$ cat src/rtl/riscv_pkg.sv
// Shared fetch-path types and alignment helpers.
package riscv_pkg;

  typedef enum logic [1:0] {
    BOOT,
    FETCH,
    HALT
  } pc_state_t;

  typedef enum logic [1:0] {
    NONE,
    REDIR,
    TRAP
  } redir_kind_t;

  // Byte distance between consecutive instructions.
  function automatic int unsigned step_of(input int unsigned ialign);
    return ialign / 8;
  endfunction

  // Low address bits that must be zero for an aligned target.
  function automatic logic [1:0] misalign_mask(input int unsigned ialign);
    return (ialign == 16) ? 2'b01 : 2'b11;
  endfunction

endpackage

$ cat src/rtl/pc_gen_if.sv
// Instruction-memory fetch request channel (valid/ready).
interface pc_gen_if #(
  parameter int unsigned XLEN = 32
);
  logic            imemReqValid;
  logic            imemReqReady;
  logic [XLEN-1:0] imemAddr;

  modport master (output imemReqValid, output imemAddr, input imemReqReady);
  modport slave  (input imemReqValid, input imemAddr, output imemReqReady);
endinterface

$ cat src/rtl/pc_redirect_buf.sv
// Single-entry pending redirect/trap holder; a trap is never displaced by a redirect.
module pc_redirect_buf
  import riscv_pkg::*;
#(
  parameter int unsigned XLEN = 32
) (
  input  logic            clk,
  input  logic            rstN,
  input  logic            clr,
  input  logic            capTrap,
  input  logic            capRedir,
  input  logic [XLEN-1:0] trapTarget,
  input  logic [XLEN-1:0] redirTarget,
  output logic            pendValid,
  output redir_kind_t     pendKind,
  output logic [XLEN-1:0] pendTarget
);

  redir_kind_t     kind_q, kind_d;
  logic [XLEN-1:0] tgt_q, tgt_d;

  // Next entry: clear beats capture, trap beats redirect, pending trap blocks redirects.
  always_comb begin
    kind_d = kind_q;
    tgt_d  = tgt_q;
    if (clr) begin
      kind_d = NONE;
      tgt_d  = '0;
    end else if (capTrap) begin
      kind_d = TRAP;
      tgt_d  = trapTarget;
    end else if (capRedir && (kind_q != TRAP)) begin
      kind_d = REDIR;
      tgt_d  = redirTarget;
    end
  end

  // Entry register, emptied by reset.
  always_ff @(posedge clk or negedge rstN) begin
    if (!rstN) begin
      kind_q <= NONE;
      tgt_q  <= '0;
    end else begin
      kind_q <= kind_d;
      tgt_q  <= tgt_d;
    end
  end

  assign pendValid  = (kind_q != NONE);
  assign pendKind   = kind_q;
  assign pendTarget = tgt_q;

endmodule

$ cat src/rtl/pc_gen.sv
// Fetch PC generator: sequential step, redirect/trap selection, misalignment halt.
module pc_gen
  import riscv_pkg::*;
#(
  parameter int unsigned     XLEN      = 32,
  parameter logic [XLEN-1:0] RESET_VEC = '0,
  parameter int unsigned     IALIGN    = 32
) (
  input  logic            clk,
  input  logic            rstN,
  input  logic            pcWrite,
  input  logic            redirectValid,
  input  logic [XLEN-1:0] redirectTarget,
  input  logic            trapValid,
  input  logic [XLEN-1:0] trapVector,
  pc_gen_if.master        imem,
  output logic [XLEN-1:0] pcOut,
  output logic [XLEN-1:0] pcPlusStep,
  output logic            misalignErr,
  output logic [XLEN-1:0] misalignAddr
);

  localparam logic [XLEN-1:0] STEP = XLEN'(step_of(IALIGN));
  localparam logic [XLEN-1:0] MASK = XLEN'(misalign_mask(IALIGN));

  pc_state_t       state_q, state_d;
  logic [XLEN-1:0] pc_q, pc_d;
  logic            err_q, err_d;
  logic [XLEN-1:0] errAddr_q, errAddr_d;

  logic            pendValid;
  redir_kind_t     pendKind;
  logic [XLEN-1:0] pendTarget;
  logic            bufClr, capTrap, capRedir;
  logic            accept, advance;
  redir_kind_t     selKind;
  logic [XLEN-1:0] selTarget;
  logic [XLEN-1:0] trapAligned;

  assign trapAligned = trapVector & ~MASK;

  pc_redirect_buf #(
    .XLEN(XLEN)
  ) u_buf (
    .clk        (clk),
    .rstN       (rstN),
    .clr        (bufClr),
    .capTrap    (capTrap),
    .capRedir   (capRedir),
    .trapTarget (trapAligned),
    .redirTarget(redirectTarget),
    .pendValid  (pendValid),
    .pendKind   (pendKind),
    .pendTarget (pendTarget)
  );

  // Next-state, next-PC and pending-buffer control.
  always_comb begin
    state_d   = state_q;
    pc_d      = pc_q;
    err_d     = 1'b0;
    errAddr_d = errAddr_q;
    bufClr    = 1'b0;
    capTrap   = 1'b0;
    capRedir  = 1'b0;

    imem.imemReqValid = (state_q == FETCH);
    accept  = imem.imemReqValid && imem.imemReqReady;
    advance = accept && (pcWrite || pendValid || redirectValid || trapValid);

    selKind   = NONE;
    selTarget = pc_q + STEP;
    if (trapValid) begin
      selKind   = TRAP;
      selTarget = trapAligned;
    end else if (pendKind == TRAP) begin
      selKind   = TRAP;
      selTarget = pendTarget;
    end else if (redirectValid) begin
      selKind   = REDIR;
      selTarget = redirectTarget;
    end else if (pendKind == REDIR) begin
      selKind   = REDIR;
      selTarget = pendTarget;
    end

    case (state_q)
      BOOT: state_d = FETCH;
      FETCH: begin
        if (advance) begin
          bufClr = 1'b1;
          if ((selKind == REDIR) && (|(selTarget & MASK))) begin
            err_d     = 1'b1;
            errAddr_d = selTarget;
            state_d   = HALT;
          end else begin
            pc_d = selTarget;
          end
        end else begin
          capTrap  = trapValid;
          capRedir = redirectValid;
        end
      end
      HALT: begin
        if (trapValid) begin
          pc_d    = trapAligned;
          state_d = FETCH;
        end
      end
      default: state_d = BOOT;
    endcase
  end

  // Architectural PC, FSM state and misalignment report registers.
  always_ff @(posedge clk or negedge rstN) begin
    if (!rstN) begin
      state_q   <= BOOT;
      pc_q      <= RESET_VEC;
      err_q     <= 1'b0;
      errAddr_q <= '0;
    end else begin
      state_q   <= state_d;
      pc_q      <= pc_d;
      err_q     <= err_d;
      errAddr_q <= errAddr_d;
    end
  end

  assign imem.imemAddr = pc_q;
  assign pcOut         = pc_q;
  assign pcPlusStep    = pc_q + STEP;
  assign misalignErr   = err_q;
  assign misalignAddr  = errAddr_q;

endmodule
$ cat src/flat_wrapper.sv
// flat-port wrapper written by rule: the top's interface ports become plain ports
module pc_gen_flat import riscv_pkg::*;
#(
  parameter int unsigned     XLEN      = 32,
  parameter logic [XLEN-1:0] RESET_VEC = '0,
  parameter int unsigned     IALIGN    = 32
)
  (clk, rstN, pcWrite, redirectValid, redirectTarget, trapValid, trapVector, pcOut, pcPlusStep, misalignErr, misalignAddr, imem_imemReqValid, imem_imemAddr, imem_imemReqReady);
  pc_gen_if #(.XLEN(XLEN)) imem_i ();
  input  logic clk;
  input  logic rstN;
  input  logic pcWrite;
  input  logic redirectValid;
  input  logic [XLEN-1:0] redirectTarget;
  input  logic trapValid;
  input  logic [XLEN-1:0] trapVector;
  output logic [XLEN-1:0] pcOut;
  output logic [XLEN-1:0] pcPlusStep;
  output logic misalignErr;
  output logic [XLEN-1:0] misalignAddr;
  output wire logic [$bits(imem_i.imemReqValid)-1:0] imem_imemReqValid;
  output wire logic [$bits(imem_i.imemAddr)-1:0] imem_imemAddr;
  input wire logic [$bits(imem_i.imemReqReady)-1:0] imem_imemReqReady;
  assign imem_imemReqValid = imem_i.imemReqValid;
  assign imem_imemAddr = imem_i.imemAddr;
  assign imem_i.imemReqReady = imem_imemReqReady;
  pc_gen #(.XLEN(XLEN), .RESET_VEC(RESET_VEC), .IALIGN(IALIGN)) u_core (.clk(clk), .rstN(rstN), .pcWrite(pcWrite), .redirectValid(redirectValid), .redirectTarget(redirectTarget), .trapValid(trapValid), .trapVector(trapVector), .imem(imem_i), .pcOut(pcOut), .pcPlusStep(pcPlusStep), .misalignErr(misalignErr), .misalignAddr(misalignAddr));
endmodule
$ cat config.mk
export PLATFORM = sky130hd
export DESIGN_NAME = pc_gen_flat
export DESIGN_NICKNAME = d
export VERILOG_FILES = /design/src/rtl/riscv_pkg.sv /design/src/rtl/pc_gen_if.sv /design/src/rtl/pc_redirect_buf.sv /design/src/rtl/pc_gen.sv /design/src/flat_wrapper.sv
export SDC_FILE = /design/constraint.sdc
export NUM_CORES = 1
export LEC_CHECK = 0
export CAP_MARGIN = 20
export CORE_ASPECT_RATIO = 0.9
export CORE_UTILIZATION = 52
export DETAILED_ROUTE_END_ITERATION = 8
export GPL_ROUTABILITY_DRIVEN = 0
export PLACE_DENSITY = 0.87
export SLEW_MARGIN = 15
export SYNTH_ARGS = -nofsm -noshare
export SYNTH_HDL_FRONTEND = slang
export SYNTH_SLANG_ARGS = --single-unit
$ cat constraint.sdc
create_clock -name clk -period 6.6 [get_ports clk]
set_input_delay 0.99 -clock clk [delete_from_list [all_inputs] [get_ports clk]]
set_output_delay 0.99 -clock clk [all_outputs]
set_load 0.02 [all_outputs]
==> out/qor.yml, run 1 <==
pin_count: 200
diodes: 0
hold_viol: 0
cts_root_buf: "clkbuf_16"
cts_tree: "yes"
rsz0062_at_grt: "no"
p_leak_nw: 3.69
drc_errors: 13
crit_family: "simple AND/OR/NAND/NOR gates"
ys_ff_latch: 101
post_cts_buffers: 0
die_area_um2: 13200
ir_worst_vdd_uv: 239
ctsLongestPathBuffers: 2
detail-route-antenna-nets: 0
hp-class: "flip-flop to flip-flop"
clk_latency_ps: 350
cts_resized: 0
routed.top_layer: "met4"
fp.dieH_um: 109
drt_pass1_iterations: 9
htreeDepth: 3
worstPathMaxFanout: 11
grt_overflow: 0
swShare_pct: 42.1
syn_inst: 772
clk_pin_slew_ps: 70
vias: 7209
ys_seq_area_share_pct: 38.2
grt_max_degree: 59
syn-num-nets: 843
yosysWarnings: 0
final_util_pct: 71.8
synth_cell_types: 63
critPathBufInv: 1
cts_hold_buf: 0
post-route-period-util_pct: 70.8
cts_num_sinks: 101
fmax_ghz: 0.214
syn_to_final_growth_pct: 32.6
p_clk_share_pct: 17.4
synthesis.area_um2: 6620
p_seq_share_pct: 31.8
required_ps: 5610
wl_met2_mm: 10.4
rows: 38
crit_arrival_ps: 3680
grtUsageTotal_pct: 36.3
hpwlAfterDp_mm: 16.2
synth_edf_count: 0
combinationalPowerShare_pct: 50.8
start_kind: "flip-flop"
final_cells: 1076
tightest_slew_ps: 1010
fin_nets: 982
die_w_um: 121
crit_chain: "ha_1, nand3_1, nor4_1, nand4_1, xnor2_1, clkdlybuf4s50_1"
endpoint_kind: "output port"
p_per_area_nw_per_um2: 382
drt_wl_total_mm: 23.7
finClkSkew_ps: 7.64
cts_buffers: 9
whs_ps: 481
grt_pass1_vias: 6760
viasPerCell: 6.70
drt_iter0_drc: 1353
place_inst: 1059
async_flop_share_pct: 100
antenna_found_initial: 0
critical_path_class: "flip-flop to output port"
p_int_mw: 1.94
finalCriticalPeriod_ps: 4670
io_buffers: 197
final_max_slew_viol_count: 0
failed_checks: "design-rule violations"
wl_met1_mm: 8.84
power_mw: 3.35
slew_headroom_pct: 31.8
setup_viol: 0
drive_above_1_share_pct: 8.52
start_util_pct: 54.1
wire_per_inst_um: 22.0
max_stage_delay_ps: 870
grt_pass1_wl_mm: 36.3
p_sw_mw: 1.41
tns_ps: 0
avgSynthCellArea_um2: 8.57
core-area_um2: 12200
dr_wl_met3_mm: 3.54
maxCapViolCount: 0
cpMaxStageDelayCell: "nor4_1"
synthFlopType: "dfrtp_1"
run_status: "complete, but fails checks"
-- worst min-delay path, delay by kind of cell, from the launching register on --
family             cells  cell delay [ps]
DFF                    1              340
and+or+nand+nor        1               50
AOI/OAI and AO/OA      1               60
-- kinds of logic (layout without fill, tap and decap cells) --
logic type,after synthesis,after routing,synth area share (%)
muxes,37,37,6.13
DFF,101,101,38.2
and+or+nand+nor,201,201,14.8
buffers and inverters,131,275,9.57
AOI/OAI and AO/OA,275,275,27.6
xor gates and xnor gates,25,25,3.31
adders and majority gates,2,2,0.340
-- placed cells by master, fill, tap and decap left out, types with 6 or more instances in the layout --
cell	instances
clkdlybuf4s50_1	195
dfrtp_1	101
nand2_1	76
o21ai_0	76
a21oi_1	51
inv_1	43
nor2_1	33
mux2_2	28
a222oi_1	25
o22ai_1	21
nand3_1	20
buf_4	18
xnor2_1	16
a211oi_1	15
nand2b_1	11
o31ai_1	11
nand4_1	10
xor2_1	9
a221oi_1	9
mux2i_1	9
clkbuf_16	9
and3_1	8
a31oi_1	8
a22oi_1	8
nor3_1	7
nor2b_1	7
a21o_1	7
nor4_1	6
-- final timing paths --
path / cells past startpoint / startpoint / slack [ps] / to
worst min-delay path: 2 / u_core.misalignAddr[19] / 480 / u_core.misalignAddr[19]
max in group asynchronous: 2 / rstN / 4790 / u_core.u_buf.pendTarget[17]
worst max-delay path: 6 / u_core.imem.imemAddr[2] / 1930 / pcPlusStep[24]
worst min register to register: 2 / u_core.misalignAddr[19] / 480 / u_core.misalignAddr[19]
worst max register to register: 6 / u_core.u_buf.pendKind[0] / 2590 / u_core.imem.imemAddr[1]
min in group asynchronous: 1 / rstN / 650 / u_core.misalignAddr[1]
-- area by class of cell --
type / instances / area [um^2]
multi-input cells: 540 / 3460
inverters: 45 / 169
clock buffers: 10 / 229
fillers: 943 / 3450
repair buffers: 214 / 2090
flip-flops and latches: 101 / 2530
well taps: 160 / 200
clock inverters: 6 / 86.3
-- cell usage after synthesis, drive strengths merged, types with 4 or more instances --
| library cell | count | share of area, % |
|---|---|---|
| dfrtp | 101 | 38 |
| o21ai | 80 | 6.1 |
| nand2 | 76 | 4.3 |
| a21oi | 52 | 4.0 |
| buf | 48 | 4.9 |
| inv | 43 | 2.4 |
| clkbuf | 38 | 2.2 |
| nor2 | 35 | 2.0 |
| mux2 | 28 | 4.8 |
| a222oi | 25 | 3.8 |
| o22ai | 21 | 2.0 |
| nand3 | 20 | 1.5 |
| xnor2 | 16 | 2.1 |
| a211oi | 15 | 1.7 |
| nand2b | 11 | 1.0 |
| nand4 | 11 | 1.3 |
| o31ai | 11 | 1.2 |
| a221oi | 9 | 1.2 |
| mux2i | 9 | 1.4 |
| xor2 | 9 | 1.2 |
| a22oi | 8 | 0.91 |
| a31oi | 8 | 0.76 |
| and3 | 8 | 0.76 |
| nor2b | 8 | 0.76 |
| nor3 | 8 | 0.61 |
| a21o | 7 | 0.79 |
| nor4 | 6 | 0.57 |
| a2bb2oi | 5 | 0.66 |
| or3 | 5 | 0.47 |
| o211ai | 4 | 0.45 |
| o221ai | 4 | 0.53 |
| or2 | 4 | 0.38 |
-- sequential cells by signal, summed over array words and instances (netlist names) --
register                 count
u_core.misalignAddr         32
u_core.state_q               2
u_core.u_buf.pendTarget     32
u_core.u_buf.pendKind        2
u_core.imem.imemAddr        32
u_core.misalignErr           1
-- per-layer routing --
layer	track usage, %	vias to the layer above
met5	0	-
met4	15.4	0
met3	10.9	107
met2	55.8	656
met1	47.6	3334
li1	-	3112
-- through the flow --
step | setup slack (ps) | area (um^2)
2_1_floorplan | 3440 | 6620
3_3_place_gp | 2050 | 8450
3_5_place_dp | 1960 | 8450
4_1_cts | 2070 | 8760
5_1_grt | 1880 | 8770
6_report | 1930 | 8770
-- power by group through the flow --
stage / Combinational, mW / Sequential (mW) / Clock, mW
global placement: 1.66 / 1.05 / 0
global route: 1.80 / 1.09 / 0.609
detailed placement: 1.68 / 1.06 / 0
CTS: 1.69 / 1.05 / 0.580
finish: 1.70 / 1.07 / 0.581
floorplan: 0.787 / 1.19 / 0
No activity file was read; power rests on OpenSTA's default activity.
==> inputs of run 2 (changes only) <==
- CORE_UTILIZATION: 52 -> 48
- PLACE_DENSITY: 0.87 -> 0.81
- clock period: 6.6 -> 4.85 ns (I/O delays scaled with it)
==> run 2 against run 1 <==
Critical path type unchanged; global-route usage shrank 2.5 points; non-clock buffer count rose by 9; via count fell by 1.7%; setup slack worse by 990 ps; die area up 8.2%; routed wire length is essentially flat; the flow still finishes with violations (design-rule violations); largest power group unchanged.
==> out/qor.yml, run 2 (synthesized netlist as in run 1, its figures left out) <==
run_status: "complete, but fails checks"
failed_checks: "design-rule violations"
syn_to_final_growth_pct: 33.2
fmax_ghz: 0.256
p_leak_nw: 3.71
stdcell_area_um2: 8810
grt_pass1_vias: 6780
crit_path_end: "pcPlusStep[24]"
htreeDepth: 3
worstPathMaxFanout: 11
rsz0062_at_grt: "no"
final_common_cell: "clkdlybuf4s50_1"
whs_ps: 486
crit_start: "u_core.imem.imemAddr[2]"
vias: 7083
start_util_pct: 49.3
cpMaxStageDelayCell: "dfrtp_1"
required_ps: 4120
pin_count: 200
p_per_area_nw_per_um2: 506
wl_met1_mm: 9.10
clk_latency_ps: 360
core-area_um2: 13400
setup_slack_ps: 945
rows: 40
max_stage_delay_ps: 620
finClkSkew_ps: 8.84
die_w_um: 126
reg2reg_from: "u_core.u_buf.pendKind[0]"
cts_tree: "yes"
pre_cts_ws_ps: 1110
endpoint_kind: "output port"
grt_pass1_wl_mm: 36.9
drive_above_1_share_pct: 9.31
crit_chain: "ha_1, nand3_1, nor4_1, buf_4, nand4_1, xnor2_1, clkdlybuf4s50_1"
crit_arrival_ps: 3180
hpwlAfterDp_mm: 16.2
viasPerCell: 6.49
wire_per_inst_um: 21.7
clk_pin_slew_ps: 60
start_kind: "flip-flop"
drt_wl_total_mm: 23.7
io_buffers: 197
critical_path_class: "flip-flop to output port"
final_util_pct: 65.7
reg2reg_to: "u_core.misalignAddr[13]"
slew_headroom_pct: 35.9
hold_viol: 0
die_area_um2: 14300
place_inst: 1077
ir_worst_vdd_uv: 390
dr_wl_met3_mm: 3.24
post_cts_buffers: 0
routed.top_layer: "met4"
place_area_um2: 8540
drt_pass1_iterations: 9
maxCapViolCount: 0
wl_met2_mm: 10.5
drc_errors: 3
tns_ps: 0
fp.dieH_um: 113
ctsLongestPathBuffers: 2
cts_hold_buf: 0
final_max_slew_viol_count: 0
layout_common_cells: "clkdlybuf4s50_1 (195), dfrtp_1 (101), nand2_1 (76), o21ai_0 (76), a21oi_1 (51)"
grt_overflow: 0
fin_nets: 991
grtUsageTotal_pct: 33.8
detail-route-antenna-nets: 0
hp-class: "flip-flop to flip-flop"
cts_resized: 0
cts_buffers: 9
drt_iter0_drc: 1090
tightest_slew_ps: 960
grt_max_degree: 70
reg2reg_setup_slack_ps: 1770
finalCriticalPeriod_ps: 3910
final_cells: 1092
diodes: 0
power_mw: 4.45
cts_num_sinks: 101
setup_viol: 0
cts_root_buf: "clkbuf_16"
antenna_found_initial: 1
rr_worst_depth: 6
post-route-period-util_pct: 80.5
==> run 2: changes by cell type in the layout (fill, tap and decap cells not counted), sizes merged <==
| cell | delta |
|---|---|
| bufinv | -2 |
| buf | +9 |
| clkinvlp | +1 |
| clkbuf | +1 |
| inv | -1 |
==> run 2: where the power goes <==
part           total [mW]  internal [mW]  switching [mW]
clock network       0.685          0.358           0.327
registers            1.44           1.10           0.343
logic                2.33           1.10            1.23
==> run 2: how the worst min path moves through the flow <==
stage | from | end | slack (ps) | depth (start not counted)
after global placement | u_core.misalignAddr[23] | u_core.misalignAddr[23] | 460 | 2
after detailed placement | u_core.misalignAddr[1] | u_core.misalignAddr[1] | 470 | 2
after floorplan | rstN | u_core.imem.imemAddr[0] | 430 | 0
final | u_core.misalignAddr[1] | u_core.misalignAddr[1] | 490 | 2
after CTS | u_core.misalignAddr[1] | u_core.misalignAddr[1] | 490 | 2
after global routing | u_core.misalignAddr[16] | u_core.misalignAddr[16] | 500 | 1
==> run 2: worst max-delay path: cells and delay by family (launching register included) <==
kind	cells	cell delay (ps)
buf+inv	2	820
fa+ha+maj	1	440
xor+xnor	1	200
simple gates	3	730
flops	1	620
==> run 2: area by class of cell <==
class,instances,area [um^2]
fill,1140,4600
multi-input combinational,540,3460
sequential,101,2530
timing repair buffer,223,2170
clock buffer,11,243
tap,168,210
inverter,45,169
clock inverter,4,25.0
==> run 2: metal layers <==
| metal | global-route usage, % | vias to the layer above |
|---|---|---|
| met5 | 0 | - |
| met4 | 16.1 | 0 |
| met3 | 10.6 | 85 |
| met2 | 51.6 | 569 |
| met1 | 43.9 | 3294 |
| li1 | - | 3135 |
==> inputs of run 3 (changes only) <==
- clock period: 4.85 -> 3.8 ns (I/O delays scaled with it)
==> run 3 against run 2 <==
The run now ends clean; register-to-register slack got worse by 830 ps; total power rose by 31%; sequential share of layout area fell by 0.51 points.
==> out/qor.yml, run 3 (synthesized netlist as in run 1, its figures left out) <==
cts_resized: 0
post-route-period-util_pct: 96.1
reg2reg_from: "u_core.u_buf.pendKind[1]"
max_stage_delay_ps: 660
start_kind: "flip-flop"
detail-route-antenna-nets: 0
p_per_area_nw_per_um2: 651
setup_slack_ps: 147
final_common_cell: "clkdlybuf4s50_1"
cpMaxStageDelayCell: "clkdlybuf4s50_1"
cts_buffers: 9
pre_cts_ws_ps: 612
fin_nets: 1008
clk_latency_ps: 360
worstPathMaxFanout: 7
wire_per_inst_um: 21.5
die_w_um: 126
reg2reg_setup_slack_ps: 940
reg2reg_to: "u_core.u_buf.pendTarget[6]"
io_buffers: 197
syn_to_final_growth_pct: 35.6
ff_latch_area_um2: 2530
whs_ps: 337
p_int_mw: 3.40
grt_pass1_vias: 6706
ir_worst_vdd_uv: 435
diodes: 0
maxCapViolCount: 0
cts_hold_buf: 0
tns_ps: 0
finalCriticalPeriod_ps: 3650
die_area_um2: 14300
rows: 40
cts_root_buf: "clkbuf_16"
pin_count: 200
post_cts_buffers: 0
ctsLongestPathBuffers: 2
drive_above_1_share_pct: 11.0
fillers: 1113
hold_viol: 0
combinationalPowerShare_pct: 52.0
drt_iter0_drc: 1215
grt_max_degree: 71
fp.dieH_um: 113
grt_pass1_wl_mm: 36.7
grtUsageTotal_pct: 33.3
swShare_pct: 41.7
setup_viol: 0
hpwlAfterDp_mm: 16.7
p_seq_share_pct: 31.2
drt_pass1_iterations: 8
layout_common_cells: "clkdlybuf4s50_1 (195), dfrtp_1 (101), nand2_1 (76), o21ai_0 (76), a21oi_1 (51)"
vias: 7174
core-area_um2: 13400
start_util_pct: 49.3
required_ps: 3230
cts_num_sinks: 101
run_status: "completed"
crit_start: "u_core.imem.imemAddr[13]"
drc_errors: 0
endpoint_kind: "output port"
finClkSkew_ps: 9.68
rr_worst_depth: 9
final_util_pct: 66.9
viasPerCell: 6.46
final_max_slew_viol_count: 0
rsz0062_at_grt: "no"
htreeDepth: 3
multi_input_area_um2: 3460
power_mw: 5.84
antenna_found_initial: 0
grt_overflow: 0
hp-class: "input port to async pin"
crit_arrival_ps: 3080
clk_pin_slew_ps: 70
p_sw_mw: 2.44
crit_chain: "nand4_1, or4_4, or2_2, xnor2_1, clkdlybuf4s50_1"
slew_headroom_pct: 36.9
crit_path_end: "pcPlusStep[15]"
critical_path_class: "flip-flop to output port"
drt_wl_total_mm: 23.8
cts_tree: "yes"
p_clk_share_pct: 16.8
fmax_ghz: 0.274
tightest_slew_ps: 946
p_leak_nw: 3.81
[run 3: cell count changes in the layout (fill, tap and decap cells not counted), sizes merged]
cell	change
buf	+17
bufinv	+1
clkbuf	+2
clkinv	-1
clkinvlp	-1
[run 3: cell type report]
type	count	share of cell area, %
Sequential cell	101	28.2
Clock inverter	3	0.474
Tap cell	168	2.34
Inverter	45	1.88
Multi-Input combinational cell	540	38.6
Timing Repair Buffer	240	25.5
Clock buffer	13	3.01
[run 3: worst max-delay path, delay by kind of cell (launching register included)]
| family | cells | cell delay [ps] |
|---|---|---|
| buffers and inverters | 1 | 660 |
| flip-flops | 1 | 560 |
| AND/OR/NAND/NOR | 3 | 1270 |
| XOR/XNOR | 1 | 240 |
[run 3: how the worst min path moves through the flow]
| stage | start | end | slack, ps |
|---|---|---|---|
| after global routing | rstN | u_core.misalignAddr[5] | 420 |
| after CTS | rstN | u_core.misalignAddr[5] | 390 |
| after global placement | u_core.misalignAddr[26] | u_core.misalignAddr[26] | 460 |
| after floorplan | rstN | u_core.imem.imemAddr[0] | 270 |
| final | rstN | u_core.misalignAddr[5] | 340 |
| after detailed placement | u_core.misalignAddr[16] | u_core.misalignAddr[16] | 470 |
[run 3: layer usage]
metal,GRT usage (%),part of all wire [%],vias up
met5,0,0,-
met4,14.3,3.1,0
met3,8.21,12,72
met2,51.6,44,541
met1,44.8,40,3390
li1,-,-,3171
[run 3: power groups by stage]
stage	Sequential [mW]	Combinational (mW)	Clock [mW]
floorplan	2.06	1.37	0
global placement	1.81	2.97	0
detailed placement	1.82	2.99	0
CTS	1.81	3.02	0.986
global route	1.87	3.20	1.03
finish	1.82	3.04	0.983
[run 3: per-stage QoR]
stage               cells  instance area [um^2]
floorplan             772                  6620
global placement     1094                  8660
detailed placement   1094                  8660
CTS                  1110                  8970
global route         1110                  8970
finish               1110                  8970
